### src/rtl/axi4_lite_req_arbiter.sv
// Round-robin arbiter sharing one AXI4-Lite master between NUM_REQ requesters.
// One transaction at a time: accept, pulse START, wait for R/B handshake, return response.
module axi4_lite_req_arbiter #(
    parameter int NUM_REQ    = 4,
    parameter int ADDRESS    = 2,
    parameter int DATA_WIDTH = 8,
    parameter int GRANT_W    = $clog2(NUM_REQ)
) (
    input  logic                          ACLK,
    input  logic                          ARESETN,
    input  logic [NUM_REQ-1:0]            req_valid,
    output logic [NUM_REQ-1:0]            req_ready,
    input  logic [NUM_REQ-1:0]            req_write,
    input  logic [NUM_REQ*ADDRESS-1:0]    req_addr,
    input  logic [NUM_REQ*DATA_WIDTH-1:0] req_wdata,
    output logic [NUM_REQ-1:0]            rsp_valid,
    output logic [DATA_WIDTH-1:0]         rsp_rdata,
    output logic                          rsp_err,
    output logic                          START_READ,
    output logic                          START_WRITE,
    output logic [ADDRESS-1:0]            address,
    output logic [DATA_WIDTH-1:0]         W_data,
    input  logic                          rd_done,
    input  logic [DATA_WIDTH-1:0]         rd_data,
    input  logic                          rd_resp,
    input  logic                          wr_done,
    input  logic                          wr_resp,
    output logic                          busy,
    output logic [GRANT_W-1:0]            grant_id
);

    typedef enum logic [1:0] {
        ST_IDLE  = 2'd0,
        ST_ISSUE = 2'd1,
        ST_WAIT  = 2'd2,
        ST_RESP  = 2'd3
    } state_t;

    state_t                  state_q;
    logic [GRANT_W-1:0]      ptr_q;
    logic [GRANT_W-1:0]      grant_q;
    logic                    write_q;
    logic [ADDRESS-1:0]      addr_q;
    logic [DATA_WIDTH-1:0]   wdata_q;
    logic [DATA_WIDTH-1:0]   rdata_q;
    logic                    err_q;
    logic [NUM_REQ-1:0]      rsp_valid_q;
    logic                    start_rd_q;
    logic                    start_wr_q;
    logic                    busy_q;

    logic                    win_found_s;
    logic [GRANT_W-1:0]      win_idx_s;
    logic [GRANT_W-1:0]      cand_s;
    logic [NUM_REQ-1:0]      req_ready_s;

    // Round-robin search starting just after the last owner, wrapping around.
    always_comb begin
        win_found_s = 1'b0;
        win_idx_s   = '0;
        cand_s      = '0;
        for (int k = 1; k <= NUM_REQ; k++) begin
            cand_s      = GRANT_W'((int'(ptr_q) + k) % NUM_REQ);
            win_idx_s   = (!win_found_s && req_valid[cand_s]) ? cand_s : win_idx_s;
            win_found_s = win_found_s | req_valid[cand_s];
        end
    end

    // Accept is combinational in IDLE and forced low while reset is asserted.
    always_comb begin
        req_ready_s = '0;
        if ((state_q == ST_IDLE) && win_found_s && ARESETN) begin
            req_ready_s[win_idx_s] = 1'b1;
        end else begin
            req_ready_s = '0;
        end
    end

    // Transaction sequencer with registered master-side and response outputs.
    always_ff @(posedge ACLK or negedge ARESETN) begin
        if (!ARESETN) begin
            state_q     <= ST_IDLE;
            ptr_q       <= GRANT_W'(NUM_REQ - 1);
            grant_q     <= '0;
            write_q     <= 1'b0;
            addr_q      <= '0;
            wdata_q     <= '0;
            rdata_q     <= '0;
            err_q       <= 1'b0;
            rsp_valid_q <= '0;
            start_rd_q  <= 1'b0;
            start_wr_q  <= 1'b0;
            busy_q      <= 1'b0;
        end else begin
            start_rd_q  <= 1'b0;
            start_wr_q  <= 1'b0;
            rsp_valid_q <= '0;
            case (state_q)
                ST_IDLE: begin
                    if (win_found_s) begin
                        write_q    <= req_write[win_idx_s];
                        addr_q     <= req_addr[win_idx_s*ADDRESS +: ADDRESS];
                        wdata_q    <= req_wdata[win_idx_s*DATA_WIDTH +: DATA_WIDTH];
                        grant_q    <= win_idx_s;
                        ptr_q      <= win_idx_s;
                        start_rd_q <= ~req_write[win_idx_s];
                        start_wr_q <= req_write[win_idx_s];
                        busy_q     <= 1'b1;
                        state_q    <= ST_ISSUE;
                    end else begin
                        state_q    <= ST_IDLE;
                    end
                end
                ST_ISSUE: begin
                    state_q <= ST_WAIT;
                end
                ST_WAIT: begin
                    // Only the done of the issued direction can complete the transfer.
                    if (write_q && wr_done) begin
                        rdata_q     <= '0;
                        err_q       <= wr_resp;
                        rsp_valid_q <= {{(NUM_REQ-1){1'b0}}, 1'b1} << grant_q;
                        state_q     <= ST_RESP;
                    end else if (!write_q && rd_done) begin
                        rdata_q     <= rd_data;
                        err_q       <= rd_resp;
                        rsp_valid_q <= {{(NUM_REQ-1){1'b0}}, 1'b1} << grant_q;
                        state_q     <= ST_RESP;
                    end else begin
                        state_q     <= ST_WAIT;
                    end
                end
                ST_RESP: begin
                    busy_q  <= 1'b0;
                    state_q <= ST_IDLE;
                end
                default: begin
                    busy_q  <= 1'b0;
                    state_q <= ST_IDLE;
                end
            endcase
        end
    end

    assign req_ready   = req_ready_s;
    assign rsp_valid   = rsp_valid_q;
    assign rsp_rdata   = rdata_q;
    assign rsp_err     = err_q;
    assign START_READ  = start_rd_q;
    assign START_WRITE = start_wr_q;
    assign address     = addr_q;
    assign W_data      = wdata_q;
    assign busy        = busy_q;
    assign grant_id    = grant_q;

endmodule
### config.mk
export PLATFORM = sky130hd
export DESIGN_NAME = axi4_lite_req_arbiter
export DESIGN_NICKNAME = d
export VERILOG_FILES = /design/src/rtl/axi4_lite_req_arbiter.sv
export SDC_FILE = /design/constraint.sdc
export NUM_CORES = 1
export LEC_CHECK = 0
export BUFFER_PORTS_ARGS = -buffer_cell sky130_fd_sc_hd__buf_2
export CORE_MARGIN = 2
export CORE_UTILIZATION = 35
export CTS_BUF_LIST = sky130_fd_sc_hd__clkbuf_8
export DETAILED_ROUTE_END_ITERATION = 8
export SLEW_MARGIN = 5
export SYNTH_ARGS = -nofsm -noshare
export SYNTH_HDL_FRONTEND = slang
export SYNTH_SLANG_ARGS = --single-unit
### constraint.sdc
create_clock -name ACLK -period 2 [get_ports ACLK]
set_clock_uncertainty 0.05 [all_clocks]
set_input_delay 0.2 -clock ACLK [delete_from_list [all_inputs] [get_ports ACLK]]
set_output_delay 0.2 -clock ACLK [all_outputs]
set_load 0.02 [all_outputs]
* Word-level counts from Yosys, hierarchy flattened
Index checks and enable logic that the tools add are counted.
Word-level totals: input bits 62, bits in registers 33
Cells by class: bitwise operators 4, reductions and logical operators 18, eq/ne operators 4, mux-type cells 34, shift operators 3, magnitude comparators 6, $add $sub $neg 4
Operators by type and width (count):
- 32-bit by 6-bit variable part select with 8-bit output | 1
- 1-bit two-way mux | 16
- 4-bit two-way mux | 4
- 8-bit two-way mux | 2
- 2-bit by 3-bit less-than comparator with 1-bit output, second input constant | 5
- 1-bit binary-select mux with 2-bit select | 5
- 1-bit logical AND | 8
- 2-bit two-way mux | 4
- 2-bit case mux with 4 select lines | 1
- 8-bit by 4-bit variable part select with 2-bit output | 1
- 2-bit AND reduction | 3
- 2-bit by 1-bit adder with 2-bit output, second input constant | 2
- 2-bit adder, second input constant | 2
- 2-bit == test, second input constant | 2
- 1-bit zero test | 4
- 2-bit nonzero test | 2
- 1-bit by 2-bit left shift with 4-bit output, first input constant | 1
- 1-bit bitwise OR | 3
- 1-bit demux with 2-bit select | 1
- 2-bit by 1-bit == test with 1-bit output, second input constant | 1
- 2-bit by 1-bit greater-or-equal comparator with 1-bit output, second input constant | 1
- 2-bit zero test | 1
- 2-bit != test, second input constant | 1
- 1-bit case mux with 2 select lines | 1
- 1-bit inverter | 1

* Longest topological paths before layout
depth after elaboration 13, mapped depth 7

* Worst setup path before layout
OpenSTA, ideal clock, no wires.
kind register to register, start reg ptr_q[1], end reg wdata_q[1], in the netlist W_data[1], arrival time 1.458 ns, library setup time 0.129 ns, path slack 0.364 ns, required time 1.821 ns, stages on the path, launching flop included 7, path buffers 2, path through dfstp_2 -> buf_4 -> a21oi_1 -> o211a_1 -> buf_2 -> a221oi_1 -> a21oi_1
Between the ends: word-level cells in the longest chain between the ends 9, elaborated cells on any way between the ends 27, classes of those cells add/sub (4); shift (1); mux (12); bitwise (3); reduce/logical (7)
Ends and longest elaborated chain:
- start: declaration | RTL line 40 | logic [GRANT_W-1:0] ptr_q;
- start signal: assignment | RTL line 83 | ptr_q <= GRANT_W'(NUM_REQ - 1);
- start signal: assignment | RTL line 105 | ptr_q <= win_idx_s;
- 2-bit by 1-bit adder with 2-bit output or 2-bit adder (tied branches) | RTL line 63 | cand_s = GRANT_W'((int'(ptr_q) + k) % NUM_REQ);
- 1-bit binary-select mux with 2-bit select | RTL line 64, 65
- 1-bit two-way mux (not written as such) | RTL line 64, 65
- 1-bit zero test or 1-bit bitwise OR (tied branches) | RTL line 64, 65
- 1-bit logical AND, or another cell as far along | RTL line 64 | win_idx_s = (!win_found_s && req_valid[cand_s]) ? cand_s : win_idx_s;
- 2-bit two-way mux, or another cell as far along | RTL line 64
- 2-bit two-way mux or 1-bit logical AND (tied branches) | RTL line 64
- 2-bit two-way mux | RTL line 64
- 32-bit by 6-bit variable part select with 8-bit output | RTL line 103 | wdata_q <= req_wdata[win_idx_s*DATA_WIDTH +: DATA_WIDTH];
- end signal: assignment | RTL line 103
- end: declaration | RTL line 44 | logic [DATA_WIDTH-1:0] wdata_q;
Parallel ways exist; a longest one is shown, timed or not. The select of a mux whose other input is x is not followed. A chain may end at the register's enable or synchronous reset.

* Final worst setup path
start reg ptr_q[1], end out req_ready[2]
Between the ends: word-level cells in the longest chain between the ends 13, elaborated cells on any way between the ends 33, classes of those cells add/sub (4); order compare (2); mux (15); bitwise (3); reduce/logical (9)
Ends and longest elaborated chain:
- 2-bit by 1-bit adder with 2-bit output or 2-bit adder (tied branches) | RTL line 63
- 1-bit binary-select mux with 2-bit select | RTL line 64, 65
- 1-bit two-way mux (not written as such) | RTL line 64, 65
- 1-bit zero test or 1-bit bitwise OR (tied branches) | RTL line 64, 65
- 1-bit logical AND, or another cell as far along | RTL line 64
- 2-bit two-way mux, or another cell as far along | RTL line 64
- 2-bit two-way mux or 1-bit logical AND (tied branches) | RTL line 64
- 2-bit two-way mux | RTL line 64
- 2-bit by 3-bit less-than comparator with 1-bit output (not written as such) or 2-bit by 1-bit greater-or-equal comparator with 1-bit output (tied branches) | RTL line 73 | req_ready_s[win_idx_s] = 1'b1;
- 1-bit logical AND (not written as such) | RTL line 73
- 1-bit two-way mux (not written as such) | RTL line 73
- 1-bit demux with 2-bit select | RTL line 73
- 4-bit two-way mux * | RTL line 72 | if ((state_q == ST_IDLE) && win_found_s && ARESETN) begin
- end: declaration | RTL line 12 | output logic [NUM_REQ-1:0] req_ready,
Mark *: on every way between the ends. The rest lies on a longest branch, timed or not. The select of a mux whose other input is x is not followed.

==> impl_metrics.py <==
metrics = {
    "drt": {
        "via_per_inst": 4.96,
        "drt_iter0_markers": 47,
        "vias": 1889,
        "post_drt_wl_per_cell_um": 13.6,
        "drtPass1Iterations": 6,
        "ant_nets": 0,
        "post-route-drc-count": 0,
        "routed_wl_um": 5170,
    },
    "hold_path": {
        "hold_class": "in2reg",
        "hp-start": "rd_data[0]",
        "hold_depth": 3,
        "min_to": "rsp_rdata[0]",
    },
    "floorplan": {
        "row_count": 26,
        "die_w_um": 77.2,
        "die_h_um": 77.2,
        "io_pins": 94,
        "start_util": 0.365,
        "die_area_um2": 5960,
        "core-area_um2": 5140,
    },
    "timing": {
        "min_period_ns": 1.93,
        "hold_viol_final": 0,
        "layout_setup_ws_ns": 0.0732,
        "tightest_slew_ns": 0.610,
        "min_period_over_period": 0.963,
        "fmax_mhz": 519,
        "relSlewSlack": 0.593,
        "finalSetupViolCount": 0,
        "tns_ns": 0,
        "maxSlewViolCount": 0,
        "rsz0062_at_grt": "false",
    },
    "worst_setup_path": {
        "crit_start": "ptr_q[1]",
        "path_class": "reg2out",
        "cp-end-kind": "output port",
        "rr_endpoint": "START_WRITE",
        "cp_max_fo": 9,
        "worstSetupStartpointType": "flip-flop",
        "r2r-start": "ptr_q[1]",
        "r2r_cells": 5,
        "regToRegSetupSlack_ns": 0.11,
        "crit_arrival_ns": 1.68,
        "crit_required_ns": 1.75,
    },
    "synth": {
        "ys_warn_count": 0,
        "synth_edf_count": 0,
        "ys_seq_area_frac": 0.441,
        "synthArstFlopShare": 1.00,
        "synth_fp_nets": 274,
        "post_synth_num_cell_types": 42,
        "synth_cells": 209,
        "synthTopCellsByCount": "31 x dfrtp_1, 30 x nand2_1, 18 x o21ai_0",
        "syn_area_per_cell_um2": 8.98,
        "yosys.area.top_type": "dfrtp_1",
        "yosysMostFrequentCell": "dfrtp_1",
        "synth-main-ff-cell": "dfrtp_1",
        "netlist_area_um2": 1880,
        "synth_top_area_share": 0.413,
        "synthTopCellsByArea": "dfrtp_1 41%, nand2_1 6.0%, o21ai_0 4.8%",
        "yosys_register_bits": 33,
    },
    "cells_and_area": {
        "fin_util": 0.502,
        "num_antenna_cells": 0,
        "syn_to_final_growth_pct": 37.5,
        "fillers": 532,
        "regArea_um2": 828,
        "stdcell_area_um2": 2580,
        "drive_gt1_frac": 0.415,
        "layout.nets": 375,
        "multi_input_area_um2": 971,
    },
    "placement": {
        "placed_area_um2": 2430,
        "routabilityCongestion": 0.756,
        "post-place-ws_ns": 0.0318,
        "io_buffers": 93,
        "dp.final_hpwl_um": 3920,
    },
    "clock_network": {
        "insertion_delay_ns": 0.28,
        "cts_tree": "yes",
        "cts-htree-levels": 2,
        "root_buffer": "clkbuf_8",
        "cts_made_buffers": 5,
        "cts_buffer_depth": 2,
        "cts_sinks": 33,
        "cts.clk_slew.worst_paths_ns": 0.07,
    },
    "pwr": {
        "vdd_drop_max_uv": 527,
        "leakage_nw": 1.32,
        "intPower_w": 0.00205,
        "power_frac_clock": 0.129,
        "power_density_nw_per_um2": 1440,
        "power_frac_seq": 0.319,
        "pwr-share-comb": 0.552,
        "p_total_w": 0.00372,
        "swShare": 0.450,
        "switchingPower_w": 0.00168,
    },
    "grt": {
        "grt_pass1_wl_um": 8220,
        "antenna_found_initial": 0,
        "track_usage": 0.174,
        "first_global_vias": 1668,
        "grt_max_degree": 25,
        "grt.overflow.total": 0,
    },
    "job": {
        "cap_viol_max_count": 0,
    },
    "run_status": {
        "status": "completed",
    },
}
[worst max path at each step]
stage | to | slack (ns) | cells after the start
2_1_floorplan | W_data[1] | 0.36 | 6
3_3_place_gp | START_READ | 0.14 | 5
3_5_place_dp | address[1] | 0.03 | 6
4_1_cts | req_ready[2] | 0.04 | 4
5_1_grt | req_ready[2] | 0.005 | 4
6_report | req_ready[2] | 0.07 | 4
[cells by family (layout without fill, tap and decap cells)]
kind of cell | Yosys count | after routing | share of synthesized area
muxes | 2 | 2 | 0.0107
buffers and inverters | 19 | 121 | 0.0520
AOI/OAI and AO/OA | 73 | 73 | 0.271
adders and majority gates | 3 | 3 | 0.0200
DFF | 33 | 33 | 0.441
and+or+nand+nor | 79 | 79 | 0.205
[per-stage QoR]
stage	std cells	hold slack, ns
after floorplan	209	-0.146
after global placement	368	0.104
after detailed placement	368	0.107
after CTS	379	0.108
after global routing	381	0.112
final	381	0.110
[cells in the final DEF (no fill, tap or decap), types with 3 or more instances in the layout]
cell,n
and3_1,13
nand2_1,30
a21oi_1,11
and4_1,3
nand3_1,4
inv_1,5
a21boi_0,11
a221oi_1,8
buf_2,93
a31oi_1,4
nor3_1,3
clkbuf_8,5
nor2_1,17
o21ai_1,7
dfrtp_1,31
buf_4,13
o21ai_0,17
[timing repair]
item,CTS,global route
cloned,0,0
pin swaps,0,1
resized for setup,1,4
setup buffers,2,2
endpoints found under the setup margin,2,10
hold buffers,1,0
hold endpoints to repair,13,0
[power groups by stage]
stage / clock [W] / sequential, W / combinational [W]
2_1_floorplan: 0 / 0.00146 / 0.00104
3_3_place_gp: 0 / 0.00121 / 0.00191
3_5_place_dp: 0 / 0.00122 / 0.00193
4_1_cts: 0.000494 / 0.00119 / 0.00200
5_1_grt: 0.000519 / 0.00124 / 0.00229
6_report: 0.000479 / 0.00119 / 0.00206
[critical path, cell delays in order, from the launching register on]
cell and delay [ns]:
dfstp_2 0.64, a21oi_1 0.09, o211a_2 0.33, and3_1 0.19, buf_2 0.15
[state kept, by name, indices dropped and copies added (netlist names)]
register,cells
W_data,8
rsp_rdata,8
rsp_valid,4
address,2
grant_id,2
ptr_q,2
state_q,2
START_READ,1
START_WRITE,1
busy,1
rsp_err,1
write_q,1
[metal layers]
layer / vias to the layer above / share of wire / GRT usage / routed length, um
met1: 836 / 0.46 / 0.240 / 2380
met4: 0 / 0.015 / 0.0571 / 76
met3: 10 / 0.092 / 0.0506 / 473
met2: 92 / 0.43 / 0.260 / 2240
met5: - / 0 / 0 / 0
li1: 951 / - / - / -
[cell type report]
class / instances / area share
Clock buffer: 5 / 0.0267
Clock inverter: 3 / 0.00533
Inverter: 5 / 0.00727
Multi-Input combinational cell: 157 / 0.376
Sequential cell: 33 / 0.321
Tap cell: 70 / 0.0339
Timing Repair Buffer: 108 / 0.230
(Power assumes the default switching activity.)
